## config.mk

```make
export PLATFORM = sky130hd
export DESIGN_NAME = module_operando
export DESIGN_NICKNAME = d
export VERILOG_FILES = /design/src/rtl/module_operando_pkg.sv /design/src/rtl/module_tecla_dec.sv /design/src/rtl/module_operando.sv
export SDC_FILE = /design/constraint.sdc
export NUM_CORES = 1
export LEC_CHECK = 0
export ABC_CLOCK_PERIOD_IN_PS = 3050
export CORE_UTILIZATION = 51
export DETAILED_ROUTE_END_ITERATION = 8
export DONT_BUFFER_PORTS = 1
export PLACE_DENSITY_LB_ADDON = 0.08
export SLEW_MARGIN = 20
export SYNTH_ARGS = -nofsm -noshare
export SYNTH_HDL_FRONTEND = slang
export SYNTH_HIERARCHICAL = 1
export SYNTH_SLANG_ARGS = --single-unit
```

## constraint.sdc

```tcl
create_clock -name clk -period 3.05 [get_ports clk]
set_clock_uncertainty 0.05 [all_clocks]
set_input_delay 0.61 -clock clk [delete_from_list [all_inputs] [get_ports clk]]
set_output_delay 0.61 -clock clk [all_outputs]
set_load 0.005 [all_outputs]
```

## src/rtl/module_operando_pkg.sv

```systemverilog
// Shared keypad types: key classes, special key positions and entry FSM states.
package pkg_teclado;

   typedef enum logic [2:0] {
      DIGIT,
      CLEAR,
      ENTER,
      BSPC,
      NONE
   } key_kind_t;

   localparam logic [3:0] P_STAR = 4'd3;
   localparam logic [3:0] P_HASH = 4'd11;
   localparam logic [3:0] P_A    = 4'd12;

   typedef enum logic [1:0] {
      ENTRY,
      CONVERT,
      DONE
   } state_t;

endpackage

```

## src/rtl/module_tecla_dec.sv

```systemverilog
// 4x4 keypad position decoder: pos = {codc, codf} -> key class and digit value.
module module_tecla_dec
   import pkg_teclado::*;
(
   input  logic [3:0] i_pos,
   output key_kind_t  o_kind,
   output logic [3:0] o_digit
);

   always_comb begin
      o_kind  = NONE;
      o_digit = 4'd0;
      case (i_pos)
         4'd0:   begin o_kind = DIGIT; o_digit = 4'd1; end
         4'd1:   begin o_kind = DIGIT; o_digit = 4'd4; end
         4'd2:   begin o_kind = DIGIT; o_digit = 4'd7; end
         4'd4:   begin o_kind = DIGIT; o_digit = 4'd2; end
         4'd5:   begin o_kind = DIGIT; o_digit = 4'd5; end
         4'd6:   begin o_kind = DIGIT; o_digit = 4'd8; end
         4'd7:   begin o_kind = DIGIT; o_digit = 4'd0; end
         4'd8:   begin o_kind = DIGIT; o_digit = 4'd3; end
         4'd9:   begin o_kind = DIGIT; o_digit = 4'd6; end
         4'd10:  begin o_kind = DIGIT; o_digit = 4'd9; end
         P_STAR: o_kind = CLEAR;
         P_HASH: o_kind = ENTER;
         P_A:    o_kind = BSPC;
         default: o_kind = NONE;
      endcase
   end

endmodule

```

## src/rtl/module_operando.sv

```systemverilog
// Keypad operand entry: BCD digit accumulation, serial BCD-to-binary
// conversion and valid/ack delivery to the multiplier datapath.
module module_operando
   import pkg_teclado::*;
#(
   parameter int N_DIGITS = 2,
   parameter int OUT_W    = $clog2(10**N_DIGITS),
   parameter int LED_INV  = 1
)(
   input  logic                         clk,
   input  logic                         rst,
   input  logic                         key_valid_i,
   input  logic [1:0]                   key_codc_i,
   input  logic [1:0]                   key_codf_i,
   input  logic                         operand_ack_i,
   output logic [OUT_W-1:0]             operand_o,
   output logic                         operand_valid_o,
   output logic [4*N_DIGITS-1:0]        bcd_o,
   output logic [$clog2(N_DIGITS+1)-1:0] digit_count_o,
   output logic                         busy_o,
   output logic                         key_rej_o
);

   localparam int BW = 4 * N_DIGITS;
   localparam int CW = $clog2(N_DIGITS + 1);
   localparam int IW = (N_DIGITS > 1) ? $clog2(N_DIGITS) : 1;

   state_t           r_state;
   logic [BW-1:0]    r_bcd;
   logic [CW-1:0]    r_cnt;
   logic [IW-1:0]    r_idx;
   logic [OUT_W-1:0] r_acc;
   logic [OUT_W-1:0] r_op;
   logic             r_valid;
   logic             r_busy;
   logic             r_rej;

   key_kind_t        w_kind;
   logic [3:0]       w_digit;
   logic [3:0]       w_cur;
   logic [OUT_W-1:0] w_acc_nx;
   logic             w_clr;

   module_tecla_dec u_dec (
      .i_pos   ({key_codc_i, key_codf_i}),
      .o_kind  (w_kind),
      .o_digit (w_digit)
   );

   // acc*10 as (acc<<3)+(acc<<1); the result always fits in OUT_W
   assign w_cur    = r_bcd[r_idx*4 +: 4];
   assign w_acc_nx = (r_acc << 3) + (r_acc << 1) + OUT_W'(w_cur);
   assign w_clr    = key_valid_i && (w_kind == CLEAR);

   always_ff @(posedge clk) begin
      if (!rst) begin
         r_state <= ENTRY;
         r_bcd   <= '0;
         r_cnt   <= '0;
         r_idx   <= '0;
         r_acc   <= '0;
         r_op    <= '0;
         r_valid <= 1'b0;
         r_busy  <= 1'b0;
         r_rej   <= 1'b0;
      end else begin
         r_rej <= 1'b0;
         if (w_clr) begin
            r_state <= ENTRY;
            r_bcd   <= '0;
            r_cnt   <= '0;
            r_acc   <= '0;
            r_valid <= 1'b0;
            r_busy  <= 1'b0;
         end else begin
            unique case (r_state)
               ENTRY: begin
                  if (key_valid_i) begin
                     case (w_kind)
                        DIGIT: begin
                           if (r_cnt < CW'(N_DIGITS)) begin
                              r_bcd <= (r_bcd << 4) | BW'(w_digit);
                              r_cnt <= r_cnt + 1'b1;
                           end else begin
                              r_rej <= 1'b1;
                           end
                        end
                        BSPC: begin
                           if (r_cnt != '0) begin
                              r_bcd <= r_bcd >> 4;
                              r_cnt <= r_cnt - 1'b1;
                           end else begin
                              r_rej <= 1'b1;
                           end
                        end
                        ENTER: begin
                           if (r_cnt != '0) begin
                              r_state <= CONVERT;
                              r_idx   <= IW'(N_DIGITS - 1);
                              r_acc   <= '0;
                              r_busy  <= 1'b1;
                           end else begin
                              r_rej <= 1'b1;
                           end
                        end
                        default: r_rej <= 1'b1;
                     endcase
                  end
               end
               CONVERT: begin
                  r_rej <= key_valid_i;
                  r_acc <= w_acc_nx;
                  r_idx <= r_idx - 1'b1;
                  if (r_idx == '0) begin
                     r_op    <= w_acc_nx;
                     r_valid <= 1'b1;
                     r_busy  <= 1'b0;
                     r_state <= DONE;
                  end
               end
               DONE: begin
                  r_rej <= key_valid_i;
                  if (operand_ack_i) begin
                     r_valid <= 1'b0;
                     r_bcd   <= '0;
                     r_cnt   <= '0;
                     r_state <= ENTRY;
                  end
               end
               default: r_state <= ENTRY;
            endcase
         end
      end
   end

   assign operand_o       = r_op;
   assign operand_valid_o = r_valid;
   assign bcd_o           = (LED_INV != 0) ? ~r_bcd : r_bcd;
   assign digit_count_o   = r_cnt;
   assign busy_o          = r_busy;
   assign key_rej_o       = r_rej;

endmodule

```

==> summary.txt <==
Outcome
  • Status: completed

Setup path
  • Levels on crit path: 8
  • RR Endpoint: operand_o[6]
  • Slowest stage cell, crit path: dfxtp_1
  • FF-to-FF setup slack: 0.51 ns
  • Critical path buffer and inverter count: 0
  • Worst path cell trace: o21ai_0 > ha_1 > ha_1 > fa_1 > a21o_1 > a21oi_1 > xnor2_1 > o22ai_1
  • Worst path most repeated cell: ha_1
  • Worst R2R Path Depth: 8
  • Kind of cell adding the most delay to the critical path: adder cells
  • CP Capture Type: register
  • RR Startpoint: r_idx
  • Required time of the critical path: 3.25 ns
  • Critical Path End: operand_o[6]
  • Critical Path Start: r_idx
  • Crit-path max cell delay: 0.61 ns
  • Worst-path fanout max: 15
  • Worst setup path class: register to register
  • Startpoint Class: register
  • Arrival time worst endpoint: 2.73 ns

Global route
  • GRT Total Usage: 0.2373
  • Pin count of the biggest net entering global routing: 16
  • Global-route wire length before repair: 6348 µm
  • Total congestion overflow: 0
  • Initial antenna violation count: 0
  • Vias in the first global route: 1402

CTS
  • Root Driver: clkbuf_4
  • Post-CTS resize count: 0
  • Worst-path clk slew: 0.10 ns
  • CTS tree: done
  • Htree depth: 2
  • Clock sink count: 29
  • CTS Buffer Depth: 2
  • Hold-fix buffers, CTS: 0
  • Clk_lat worst skew: 0.35 ns
  • Post-CTS Repair Setup Buffers: 0
  • Total CTS buffers: 5

Power
  • Sequential share of power: 0.385
  • NetSw: 0.0004175 W
  • Peak supply drop: 0.4188 mV
  • Power Density: 632.2 nW/µm²
  • Clock Power Share: 0.327
  • Pleak: 0.7447 nW
  • Internal power: 0.0008164 W
  • Comb power frac: 0.288
  • Switching share of total power: 0.3383

Final layout
  • Fin area: 1952 µm²
  • Area delta synth->final: 6.703%
  • Area of the multi-input gates: 1140 µm²
  • # nets final: 238
  • Post-layout util: 0.5759
  • Commonest non-fill, non-tap cell in the layout: dfxtp_1
  • Register area: 580.6 µm²
  • Fraction of layout cells with a size suffix above 1: 0.09677
  • Most frequent cells in the layout: dfxtp_1 (29), nand2_1 (19), a21oi_1 (19), o21ai_0 (18), inv_1 (13)
  • Fill cell count: 318
  • N_diodes: 0

Logic synthesis
  • Register area share after synthesis: 0.3174
  • Syn_nets: 240
  • Area share of the largest cell type after synthesis: 0.3174
  • Syn_area_per_cell: 8.391 µm²
  • Area contributors post-synth: dfxtp_1 (32%), ha_1 (8.2%), a21oi_1 (5.2%), o21ai_0 (4.9%), nand2_1 (3.9%)
  • Yosys reg bits: 29
  • Synth cell types: 46
  • Synth Cell Area: 1829 µm²
  • Ys Warns: 6
  • Post-Syn Instances: 218
  • Synth async-reset ratio: 0
  • Post-synth top flop: dfxtp_1
  • Post-synth EDFFs: 0
  • Area leader, netlist: dfxtp_1

Floorplan
  • Die H: 61.89 µm
  • I/O Pins: 28
  • Std-Cell Rows: 21
  • Die area: 3830 µm²
  • Die Wd: 61.89 µm
  • Initial Utilization: 0.5397
  • Core Box Area: 3390 µm²

Placed design
  • Dpl cell area: 1849 µm²
  • # port buffers: 0
  • GPL Wtd Cong: 0.8118
  • Post-DP HPWL: 3043 µm

Routing
  • DRC viols: 0
  • Drt wl/cell: 15.44 µm
  • Vias: 1537
  • Vias per Instance: 5.844
  • Antenna Nets Post-Route: 0
  • DRT iter0 DRCs: 37
  • Detailed Route WL: 4060 µm
  • 1st-pass router iterations: 4

STA
  • FMAX: 394.5 MHz
  • Rel. slew slack: 0.5463
  • Slew Viols, Final: 0
  • Final setup fails: 0
  • Setup_tns: 0 ns
  • Fin crit share: 0.8312
  • RSZ-0062 raised after global routing: no
  • Final Hold Viols: 0
  • Slew @ Worst Pin: 0.6791 ns
  • Period minus WS final: 2.535 ns

Job
  • MaxCap Viol Count: 0

Worst hold path
  • Hold crit path type: input pin to register
-- power groups by stage --
stage | Clock, W | Sequential, W | Combinational [W]
after floorplan | 0 | 0.000463 | 0.000293
after global placement | 0 | 0.000480 | 0.000347
after detailed placement | 0 | 0.000484 | 0.000353
after CTS | 0.000406 | 0.000475 | 0.000354
after global routing | 0.000422 | 0.000484 | 0.000396
final | 0.000403 | 0.000476 | 0.000355
-- worst reg2reg max path, cell delays in order (launching register included) --
cell and delay, ns:
dfxtp_1 0.61, o21ai_0 0.16, ha_1 0.30, ha_1 0.24
fa_1 0.47, a21o_1 0.20, a21oi_1 0.17, xnor2_1 0.14
o22ai_1 0.10
-- registers in the layout, indices dropped and copies added, names as in the netlist --
register,flops
busy_o,1
digit_count_o,2
key_rej_o,1
operand_o,7
operand_valid_o,1
r_acc,6
r_bcd,8
r_idx,1
r_state,2
-- cells in the mapped netlist, types with 2 or more instances --
cell type	number
nand2b_1	2
xor2_1	4
o21ai_0	18
a21o_1	3
o32ai_1	2
inv_1	13
a31o_2	2
clkbuf_1	7
a21oi_1	19
mux2_2	5
a211oi_1	2
or2b_1	3
buf_2	3
o22ai_1	3
nand4_1	8
fa_1	2
xnor2_1	4
nor2b_1	8
ha_1	12
o21a_1	2
dfxtp_1	29
nand2_1	19
nand3b_1	2
nor2_1	7
and2_1	2
nor4b_1	3
mux2i_1	6
nand3_1	10
-- cells by family after synthesis --
logic type,synth area share
and+or+nand+nor,0.2182
AOI/OAI and AO/OA,0.1991
DFF,0.3174
buffers and inverters,0.05951
adders and majority gates,0.1040
muxes,0.06361
xor gates and xnor gates,0.03830
-- area by class of cell --
type	instances	area share
flip-flops and latches	29	0.2974
inverters	13	0.02500
clock buffers	5	0.01923
well taps	46	0.02949
multi-input cells	164	0.5840
repair buffers	3	0.01154
clock inverters	3	0.03333
-- metrics by stage --
stage | total power, W | hold slack [ns] | worst slack, ns | instances
final | 0.001234 | 0.3327 | 0.5150 | 263
after detailed placement | 0.0008361 | 0.4172 | 0.5231 | 255
after global routing | 0.001302 | 0.3330 | 0.3637 | 263
after floorplan | 0.0007558 | 0.3856 | 0.6434 | 218
after global placement | 0.0008275 | 0.3977 | 0.6175 | 255
after CTS | 0.001235 | 0.3305 | 0.5115 | 263
-- worst min-delay path by stage --
stage              endpoint  depth (start not counted)  startpoint
6_report       operand_o[0]                          1         rst
5_1_grt        operand_o[0]                          1         rst
4_1_cts               r_idx                          2         rst
3_5_place_dp       r_acc[4]                          2    r_acc[4]
3_3_place_gp       r_acc[4]                          2    r_acc[4]
2_1_floorplan      r_acc[4]                          2    r_acc[4]
-- metal layers --
| layer | part of all wire | global-route usage | vias to the layer above |
|---|---|---|---|
| met3 | 0.033 | 0.05797 | 8 |
| met5 | 0 | 0 | - |
| met1 | 0.45 | 0.2774 | 724 |
| li1 | - | - | 772 |
| met2 | 0.49 | 0.4009 | 33 |
| met4 | 0.023 | 0.1270 | 0 |
No activity file was read; power rests on OpenSTA's default activity.
